File: src/rtl/ifetch.sv
// ifetch: instruction fetch stage. Keeps the fetch PC, issues one request at
// a time to instruction memory over req/ack, buffers returned words in a
// 2-entry queue and presents the head to the decoder. Handles redirects
// from decode/execute and freezes on HALT until reset.
module ifetch #(
  parameter int              PCW      = 8,
  parameter logic [PCW-1:0]  RESET_PC = '0
) (
  input  logic           clk,
  input  logic           rst_n,
  output logic           imem_req,
  output logic [PCW-1:0] imem_addr,
  input  logic           imem_ack,
  input  logic [15:0]    imem_rdata,
  output logic [15:0]    o,
  output logic           o_valid,
  output logic [PCW-1:0] o_pc,
  input  logic           dec_ready,
  input  logic           h,
  input  logic           pcwe,
  input  logic [PCW-1:0] pc_new,
  output logic           halted
);

  localparam logic [1:0] S_IDLE = 2'd0;  // no request outstanding
  localparam logic [1:0] S_WAIT = 2'd1;  // one request outstanding
  localparam logic [1:0] S_DROP = 2'd2;  // outstanding request, data discarded
  localparam logic [1:0] S_HALT = 2'd3;  // frozen until reset

  logic [1:0]     state, state_nxt;
  logic [PCW-1:0] fetch_pc, fetch_pc_nxt;
  logic [1:0]     count, count_nxt;
  logic           req_nxt;
  logic [PCW-1:0] addr_nxt;
  logic           push, do_pop, flush;
  logic           halt_ev, redir_ev;
  logic [1:0]     wr_idx;

  logic [15:0]    q_instr [2];
  logic [PCW-1:0] q_pc    [2];

  // Head of the queue goes straight to the decoder; NOP/0 when empty.
  assign o_valid = (count != 2'd0);
  assign o       = o_valid ? q_instr[0] : 16'h0000;
  assign o_pc    = o_valid ? q_pc[0]    : '0;

  // HALT takes priority over a redirect; both only count with a valid head.
  assign halt_ev  = h & o_valid;
  assign redir_ev = pcwe & o_valid & ~h;

  // Next-state, PC and queue-control decode.
  // NOTE: every always_comb output gets a default first so no path leaves a
  // value unassigned, which would otherwise infer a latch.
  always_comb begin
    state_nxt    = state;
    fetch_pc_nxt = fetch_pc;
    push         = 1'b0;
    do_pop       = 1'b0;
    flush        = 1'b0;
    if (state != S_HALT) begin
      if (halt_ev) begin
        state_nxt = S_HALT;
      end else if (redir_ev) begin
        // The redirecting instruction is consumed by the flush; any request
        // still waiting for its ack has its data thrown away in DROP.
        flush        = 1'b1;
        fetch_pc_nxt = pc_new;
        state_nxt    = (imem_req & ~imem_ack) ? S_DROP : S_IDLE;
      end else begin
        do_pop = o_valid & dec_ready;
        case (state)
          S_IDLE: begin
            if (imem_req) begin
              if (imem_ack) begin
                push         = 1'b1;
                fetch_pc_nxt = fetch_pc + 1'b1;
              end else begin
                state_nxt = S_WAIT;
              end
            end
          end
          S_WAIT: begin
            if (imem_ack) begin
              push         = 1'b1;
              fetch_pc_nxt = fetch_pc + 1'b1;
              state_nxt    = S_IDLE;
            end
          end
          S_DROP: begin
            if (imem_ack) state_nxt = S_IDLE;
          end
          default: state_nxt = state;
        endcase
      end
    end

    if (flush) count_nxt = 2'd0;
    else       count_nxt = count + {1'b0, push} - {1'b0, do_pop};

    // New word lands behind whatever survives this cycle's pop.
    wr_idx = count_nxt - 2'd1;

    // Request stays up while outstanding; a new one goes out from IDLE only
    // while the queue has room, which keeps count + outstanding <= 2.
    req_nxt  = (state_nxt == S_WAIT) || (state_nxt == S_DROP) ||
               ((state_nxt == S_IDLE) && (count_nxt != 2'd2));
    addr_nxt = (state_nxt == S_IDLE) ? fetch_pc_nxt : imem_addr;
  end

  // Control state and registered outputs, synchronous active-low reset.
  // NOTE: sequential state uses non-blocking assignments so every register
  // samples the pre-edge values regardless of statement order.
  always_ff @(posedge clk) begin
    if (!rst_n) begin
      state     <= S_IDLE;
      fetch_pc  <= RESET_PC;
      count     <= 2'd0;
      imem_req  <= 1'b0;
      imem_addr <= RESET_PC;
      halted    <= 1'b0;
    end else begin
      state     <= state_nxt;
      fetch_pc  <= fetch_pc_nxt;
      count     <= count_nxt;
      imem_req  <= req_nxt;
      imem_addr <= addr_nxt;
      halted    <= (state_nxt == S_HALT);
    end
  end

  // Queue storage: shift on pop, write the acked word at the tail.
  // NOTE: the data entries are not reset; count alone says which are valid
  // and the outputs are masked while the queue is empty.
  always_ff @(posedge clk) begin
    if (do_pop) begin
      q_instr[0] <= q_instr[1];
      q_pc[0]    <= q_pc[1];
    end
    if (push) begin
      q_instr[wr_idx[0]] <= imem_rdata;
      q_pc[wr_idx[0]]    <= fetch_pc;
    end
  end

endmodule

File: config.mk
export PLATFORM = sky130hd
export DESIGN_NAME = ifetch
export DESIGN_NICKNAME = d
export VERILOG_FILES = /design/src/rtl/ifetch.sv
export SDC_FILE = /design/constraint.sdc
export NUM_CORES = 1
export LEC_CHECK = 0
export CAP_MARGIN = 10
export CORE_MARGIN = 2
export CORE_UTILIZATION = 50
export DETAILED_ROUTE_END_ITERATION = 7
export PLACE_DENSITY = 0.86
export SYNTH_ARGS = -nofsm -noshare
export SYNTH_HDL_FRONTEND = slang
export SYNTH_SLANG_ARGS = --single-unit
File: constraint.sdc
create_clock -name clk -period 6.58 [get_ports clk]
set_input_delay 1.316 -clock clk [delete_from_list [all_inputs] [get_ports clk]]
set_output_delay 1.316 -clock clk [all_outputs]
set_load 0.005 [all_outputs]
==> reports/results.ini, run 1 <==
[outcome]
outcome=complete, no violations

[synthesis]
yosysSeqAreaShare=0.5511
async_reset_ff_frac=0
synth_edf_count=48
postSynthCellCount=271
avgSynthCellArea_um2=12.60
syn_area_um2=3415
synth_flop_cell=edfxtp_1
synth_warnings=0
ys_ff_latch=70
syn_nets=309
synth_cell_types=51

[timing]
slew_headroom=0.2208
finClkSkew_ns=0.01609
fmax_ghz=0.2141
worst_pin_slew_ns=1.168
post-route-period-util=0.7097
rsz0062_at_grt=no
fin_crit_ns=4.670
setup_tns_ns=0
slew_violations=0
setup_violations=0
hold_viol_final=0

[cts]
clkSinkCount=70
clk_path_buf_depth=2
postCtsSetupBuffers=0
htree_levels=3
cts_root_buf=clkbuf_8
postCtsHoldBufs=0
cts.clk_slew.worst_paths_ns=0.07
tritoncts=built
insertion_delay_ns=0.35
cts_buffers=9
cts-resized-gates=0

[die]
dieWidth_um=86.64
initial_utilization=0.5082
die_h_um=86.64
rows=30
io-pin-count=65
coreArea_um2=6719
die_area_um2=7506

[global_routing]
first_global_vias=2283
antenna_found_initial=0
grt_pass1_wl_mm=11.32
grt-ovfl-total=0
grt_max_degree=39
grt_usage=0.1977

[drt]
firstDrtPassIters=5
drtAntennaViolNets=0
wirelength_mm=7.117
wl_per_cell_um=17.03
routed_via_density=5.689
drc=0
initialDrtViolationCount=163
vias=2378

[critical_path]
crit_chain=clkdlybuf4s50_1 > or2_4 > a21oi_4 > nand2_1 > ha_1 > inv_1 > ha_1 > nand3_4 > nand2b_1
endpoint_kind=register
critPathMaxFanout=25
cp_top_family=simple AND/OR/NAND/NOR gates
required_ns=6.53
worst_path_largest_cell_delay_ns=0.97
startpoint_type=input pin
critPathKind=input pin to register
crit_buf_inv=2
crit_arrival_ns=4.62
cp_slowest_cell=nand2b_1
cp_common_cell=ha_1

[power]
irDropWorstVdd_mv=0.2469
power.total_uw=1896
p_leak_uw=0.001604
power_density_nw_per_um2=444.3

[final_layout]
fill_cells=503
final_area_um2=4267
seq_area_um2=1882
drive_gt1_frac=0.1420
antennaDiodeCount=0
multi_input_area_um2=1420
layout.nets=371
areaGrowthSynthToFinish_pct=24.95

[placed_design]
port_buffers=64
hpwl_mm=4.957
routabilityCongestion=0.9601
place_area_um2=4076

[run]
maxCapViolations=0

[worst_hold_path]
min_path_type=register to register

==> logic make-up (layout without fill, tap and decap cells) <==
group,count (synthesis),count (layout),synth area share
simple gates,80,80,0.1392
flops,70,70,0.5511
compound gates,61,61,0.1297
mux,27,27,0.1092
buf+inv,22,89,0.03371
fa+ha+maj,8,8,0.02932
xor+xnor,3,3,0.007697
==> worst register-to-register path, cell delays in order (launching register included) <==
cell and delay (ns):
dfxtp_1 0.43, nor2_4 0.10, inv_2 0.45, a21oi_4 0.17, and3_1 0.24, ha_1 0.28
inv_1 0.04, ha_1 0.37, nand3_4 0.39, nand2b_1 0.97
==> cell type report <==
type,instances,area share
Tap cell,80,0.02346
Sequential cell,70,0.4411
Clock buffer,10,0.02991
Multi-Input combinational cell,179,0.3328
Timing Repair Buffer,64,0.1501
Clock inverter,6,0.01466
Inverter,9,0.007918
==> where the power goes <==
group,switching (µW),internal (µW),total [µW]
logic,420,409,829
clock network,166,174,340
registers,70.6,656,726
==> flip-flops by register name, summed over array words and instances, names as in the netlist <==
signal	flops
q_pc	16
halted	1
imem_addr	8
imem_req	1
fetch_pc	8
q_instr	32
state	2
count	2
==> path summary, 6_finish.rpt <==
| kind | cells after the start | startpoint | to | slack, ns |
|---|---|---|---|---|
| setup / recovery | 9 | h | q_pc[0][6] | 1.91 |
| hold / removal | 2 | imem_addr[6] | imem_addr[6] | 0.49 |
| setup reg to reg | 9 | count[1] | q_pc[0][6] | 2.75 |
| hold reg to reg | 2 | imem_addr[6] | imem_addr[6] | 0.49 |
==> per-layer routing <==
| layer | GRT usage | vias to the layer above | routed length, µm |
|---|---|---|---|
| met5 | 0 | - | 0 |
| met4 | 0.09659 | 0 | 155 |
| met3 | 0.05048 | 14 | 495 |
| met2 | 0.2972 | 118 | 3258 |
| met1 | 0.2671 | 1108 | 3207 |
| li1 | - | 1138 | - |
==> cells in the mapped netlist (5+ instances only) <==
cell,number,area [µm²]
edfxtp_1,48,1441
and2_1,27,168.9
dfxtp_1,22,440.4
mux2_4,19,285.3
o21ai_0,12,60.06
nand2_1,10,37.54
a21oi_1,8,40.04
ha_1,8,100.1
inv_1,8,30.03
a31oi_1,7,43.79
clkbuf_1,7,26.28
nor2_1,7,26.28
and3_1,6,37.54
mux2_2,6,67.56
nand2b_1,6,37.54
o211ai_1,5,37.54
==> through the flow <==
stage,utilization,setup slack [ns],hold WS [ns],instances
3_3_place_gp,0.6067,1.685,0.4838,402
2_1_floorplan,-,2.508,0.4064,271
4_1_cts,0.6350,1.858,0.4991,418
5_1_grt,0.6350,1.610,0.5318,418
3_5_place_dp,0.6067,1.491,0.4735,402
6_report,0.6350,1.910,0.4945,418
==> cell usage in the layout, fill, tap and decap left out, drive strengths merged, types with 5 or more instances in the layout <==
| master | Yosys | routed |
|---|---|---|
| a21oi | 11 | 11 |
| a31oi | 7 | 7 |
| and2 | 27 | 27 |
| and3 | 6 | 6 |
| clkbuf | 7 | 10 |
| clkdlybuf4s50 | 0 | 64 |
| dfxtp | 22 | 22 |
| edfxtp | 48 | 48 |
| ha | 8 | 8 |
| inv | 9 | 9 |
| mux2 | 25 | 25 |
| nand2 | 10 | 10 |
| nand2b | 6 | 6 |
| nor2 | 8 | 8 |
| o211ai | 5 | 5 |
| o21ai | 12 | 12 |
(Power assumes the default switching activity.)
==> inputs of run 2 (changes only) <==
==> constraint.sdc (replaced) <==
create_clock -name clk -period 4.45 [get_ports clk]
set_input_delay 0.89 -clock clk [delete_from_list [all_inputs] [get_ports clk]]
set_output_delay 0.89 -clock clk [all_outputs]
set_load 0.005 [all_outputs]
==> reports/results.ini, run 2 (synthesized netlist as in run 1, its figures left out) <==
[cts]
clk_path_buf_depth=2
insertion_delay_ns=0.35
postCtsHoldBufs=0
cts-resized-gates=0
cts.clk_slew.worst_paths_ns=0.08
htree_levels=3
clkSinkCount=70
tritoncts=built
postCtsSetupBuffers=0
cts_root_buf=clkbuf_8
cts_buffers=9

[timing]
fmax_ghz=0.2754
setup_violations=0
slew_violations=0
hold_viol_final=0
fin_crit_ns=3.631
finClkSkew_ns=0.01445
worst_pin_slew_ns=0.6061
post-route-period-util=0.8159
slew_headroom=0.5953
setup_tns_ns=0
rsz0062_at_grt=no
fin_ws_ns=0.8190

[final_layout]
top_regs=q_instr x32, q_pc x16
layout.nets=376
largest_reg_flops=32
antennaDiodeCount=0
fin_cells=423
drive_gt1_frac=0.1574
areaGrowthSynthToFinish_pct=26.93
layout_commonest_cell=clkdlybuf4s50_1
mostFrequentLayoutCells=64 x clkdlybuf4s50_1, 48 x edfxtp_1, 27 x and2_1, 22 x dfxtp_1, 19 x mux2_4
fill_cells=516
regMostFlops=q_instr

[drt]
routed_via_density=5.799
drc=0
initialDrtViolationCount=195
wl_per_cell_um=17.37
wirelength_mm=7.346
firstDrtPassIters=5
vias=2453
drtAntennaViolNets=0

[die]
dieWidth_um=86.64
die_h_um=86.64
rows=30
die_area_um2=7506
io-pin-count=65
initial_utilization=0.5082
coreArea_um2=6719

[critical_path]
startpoint_type=input pin
endpoint_kind=register
critPathMaxFanout=19
crit_buf_inv=3
cp_top_family=buffers and inverters
worst_path_largest_cell_delay_ns=0.54
crit_arrival_ns=3.73
required_ns=4.55
crit_chain=clkdlybuf4s50_1 > or2_4 > a21oi_4 > nand2_1 > ha_1 > inv_1 > ha_1 > nand3_4 > buf_4 > mux2_4
critPathKind=input pin to register
cp_slowest_cell=clkdlybuf4s50_1
cp_common_cell=ha_1

[worst_hold_path]
min_path_type=register to register

[run]
maxCapViolations=0

[power]
power_density_nw_per_um2=665.9
p_leak_uw=0.001642
irDropWorstVdd_mv=0.3122
power.total_uw=2886

[placed_design]
hpwl_mm=5.217
routabilityCongestion=0.9484
dp_cells=407
port_buffers=64
dpl_worst_slack_ns=0.4657

[global_routing]
first_global_vias=2378
grt_max_degree=39
grt-ovfl-total=0
grt_pass1_wl_mm=11.76
grt_usage=0.2062
antenna_found_initial=0

[outcome]
outcome=complete, no violations

==> run 2: cell count changes in the layout (fill, tap and decap cells not counted) <==
cell / delta
clkbuf_1: -1
clkinv_2: -1
buf_4: +5
clkinv_4: -1
bufinv_16: +1
inv_6: +2
==> run 2: power by group <==
part	internal, µW	switching, µW	leakage (µW)	total, µW
sequential	964	107	0.000623	1070
combinational	620	629	0.000915	1250
clock	317	249	0.000104	567
total	1900	985	0.00164	2890
==> run 2: worst paths after layout <==
kind           startpoint  slack [ns]       endpoint  depth (start not counted)
max reg2reg      count[1]        1.19  q_instr[0][4]                         10
max                  pcwe        0.82  q_instr[0][4]                         10
min reg2reg  imem_addr[6]        0.51   imem_addr[6]                          2
min          imem_addr[6]        0.51   imem_addr[6]                          2
==> run 2: cell type report <==
cell class              count  area, µm²  share of cell area
flip-flops and latches     70       1882              0.4342
multi-input cells         179       1420              0.3277
repair buffers             69      678.2              0.1565
clock buffers               9      123.9             0.02858
well taps                  80      100.1             0.02309
clock inverters             7      96.34             0.02223
inverters                   9      33.78            0.007794
==> run 2: stage by stage <==
stage	utilization	hold WS, ns	instance area, µm²
2_1_floorplan	-	0.4064	3415
3_3_place_gp	0.6123	0.4815	4114
3_5_place_dp	0.6123	0.4833	4114
4_1_cts	0.6451	0.5071	4334
5_1_grt	0.6451	0.5445	4334
6_report	0.6451	0.5082	4334
==> run 2: routing by layer <==
| layer | part of all wire | global-route usage | vias up |
|---|---|---|---|
| met1 | 0.42 | 0.2534 | 1166 |
| met3 | 0.073 | 0.05143 | 16 |
| met5 | 0 | 0 | - |
| li1 | - | - | 1149 |
| met2 | 0.50 | 0.3517 | 122 |
| met4 | 0.012 | 0.07528 | 0 |
==> run 2: tightest hold or removal path: stages (launching register included) <==
cell,delay [ns]
dfxtp_1,0.32
nand3b_1,0.08
o41ai_1,0.06
==> inputs of run 3 (changes only) <==
--- a/config.mk
+++ b/config.mk
@@ -7,9 +7,9 @@
 export LEC_CHECK = 0
 export CAP_MARGIN = 10
 export CORE_MARGIN = 2
-export CORE_UTILIZATION = 50
+export CORE_UTILIZATION = 47
 export DETAILED_ROUTE_END_ITERATION = 7
-export PLACE_DENSITY = 0.86
+export PLACE_DENSITY = 0.85
 export SYNTH_ARGS = -nofsm -noshare
 export SYNTH_HDL_FRONTEND = slang
 export SYNTH_SLANG_ARGS = --single-unit
==> constraint.sdc (replaced) <==
create_clock -name clk -period 3.28 [get_ports clk]
set_input_delay 0.656 -clock clk [delete_from_list [all_inputs] [get_ports clk]]
set_output_delay 0.656 -clock clk [all_outputs]
set_load 0.005 [all_outputs]
==> reports/results.ini, run 3 (synthesized netlist as in run 1, its figures left out) <==
[final_layout]
fill_cells=592
mostFrequentLayoutCells=64 x clkdlybuf4s50_1, 48 x edfxtp_1, 27 x and2_1, 22 x dfxtp_1, 19 x mux2_4
top_regs=q_instr x32, q_pc x16
drive_gt1_frac=0.1723
multi_input_area_um2=1420
seq_area_um2=1882
areaGrowthSynthToFinish_pct=30.23
layout.nets=387
final_util=0.6231
layout_commonest_cell=clkdlybuf4s50_1
antennaDiodeCount=0
regMostFlops=q_instr
largest_reg_flops=32

[die]
die_h_um=89.24
die_area_um2=7963
coreArea_um2=7137
dieWidth_um=89.24
io-pin-count=65
initial_utilization=0.4784
rows=31

[critical_path]
critPathMaxFanout=10
startpoint_type=input pin
required_ns=3.36
critPathKind=input pin to register
endpoint_kind=register
crit_arrival_ns=2.99

[cts]
htree_levels=3
postCtsHoldBufs=0
cts.clk_slew.worst_paths_ns=0.06
cts-resized-gates=0
tritoncts=built
clk_path_buf_depth=2
insertion_delay_ns=0.34
postCtsSetupBuffers=0
clkSinkCount=70
cts_buffers=9
cts_root_buf=clkbuf_8

[timing]
finClkSkew_ns=0.008421
hold_viol_final=0
post-route-period-util=0.8871
fin_crit_ns=2.910
slew_headroom=0.6074
fin_ws_ns=0.3702
worst_pin_slew_ns=0.5889
rsz0062_at_grt=no
fmax_ghz=0.3437
slew_violations=0
setup_violations=0
setup_tns_ns=0

[drt]
wirelength_mm=7.368
drc=0
firstDrtPassIters=6
initialDrtViolationCount=118
vias=2422
drtAntennaViolNets=0
wl_per_cell_um=16.26
routed_via_density=5.347

[power]
p_leak_uw=0.001694
pwr-share-clk=0.153
switching_power_uw=1322
irDropWorstVdd_mv=0.4184
seqPwrFrac=0.371
power.total_uw=3888
switching_share=0.3401
power_density_nw_per_um2=874.3
p_int_uw=2565
power_frac_comb=0.476

[run]
maxCapViolations=0

[global_routing]
grt_usage=0.1975
grt_pass1_wl_mm=11.91
antenna_found_initial=0
grt-ovfl-total=0
grt_max_degree=26
first_global_vias=2470

[worst_hold_path]
min_path_type=register to register

[placed_design]
dpl_worst_slack_ns=0.02013
routabilityCongestion=0.8868
port_buffers=64
hpwl_mm=5.474

[outcome]
outcome=complete, no violations

[run 3: cell count changes in the layout (fill, tap and decap cells not counted), sizes merged]
cell / before / now
clkbuf: 9 / 14
inv: 11 / 9
bufinv: 2 / 0
buf: 5 / 16
clkinvlp: 2 / 1
[run 3: final timing paths]
path                 from        endpoint  slack (ns)  cells after the start
max reg2reg      state[0]      q_pc[0][7]        0.54                     11
min          imem_addr[6]    imem_addr[6]        0.50                      2
min reg2reg  imem_addr[6]    imem_addr[6]        0.50                      2
max                     h  q_instr[0][11]        0.37                     10
[run 3: area by class of cell]
class | count | share of cell area
clock buffer | 14 | 0.03433
clock inverter | 2 | 0.002532
inverter | 9 | 0.007597
multi-input combinational | 179 | 0.3194
sequential | 70 | 0.4232
tap | 99 | 0.02786
timing repair buffer | 80 | 0.1851
[run 3: critical path, cell delays in order]
cell             delay (ns)
clkdlybuf4s50_1        0.45
or2_4                  0.26
a21oi_4                0.18
nand2_1                0.11
ha_1                   0.29
inv_1                  0.04
ha_1                   0.37
nand3_4                0.16
buf_12                 0.19
mux2_4                 0.29
[run 3: metal layers]
layer	vias to the layer above	routed length, µm	part of all wire	track usage
met3	7	529	0.072	0.05263
met4	0	61	0.0083	0.05834
met1	1145	3101	0.42	0.2395
met2	104	3675	0.50	0.3455
met5	-	0	0	0
li1	1166	-	-	-
[run 3: per-stage QoR]
step                cells  instance area (µm²)  hold WS (ns)
CTS                   453                 4447        0.5068
global route          453                 4447        0.5162
global placement      437                 4283        0.4778
finish                453                 4447        0.4979
floorplan             271                 3417        0.4064
detailed placement    437                 4283        0.4866
[run 3: power groups by stage]
stage / sequential (µW) / combinational [µW] / clock, µW
2_1_floorplan: 1420 / 1140 / 0
3_3_place_gp: 1440 / 1790 / 0
3_5_place_dp: 1460 / 1850 / 0
4_1_cts: 1440 / 1860 / 609
5_1_grt: 1470 / 2020 / 647
6_report: 1440 / 1850 / 596
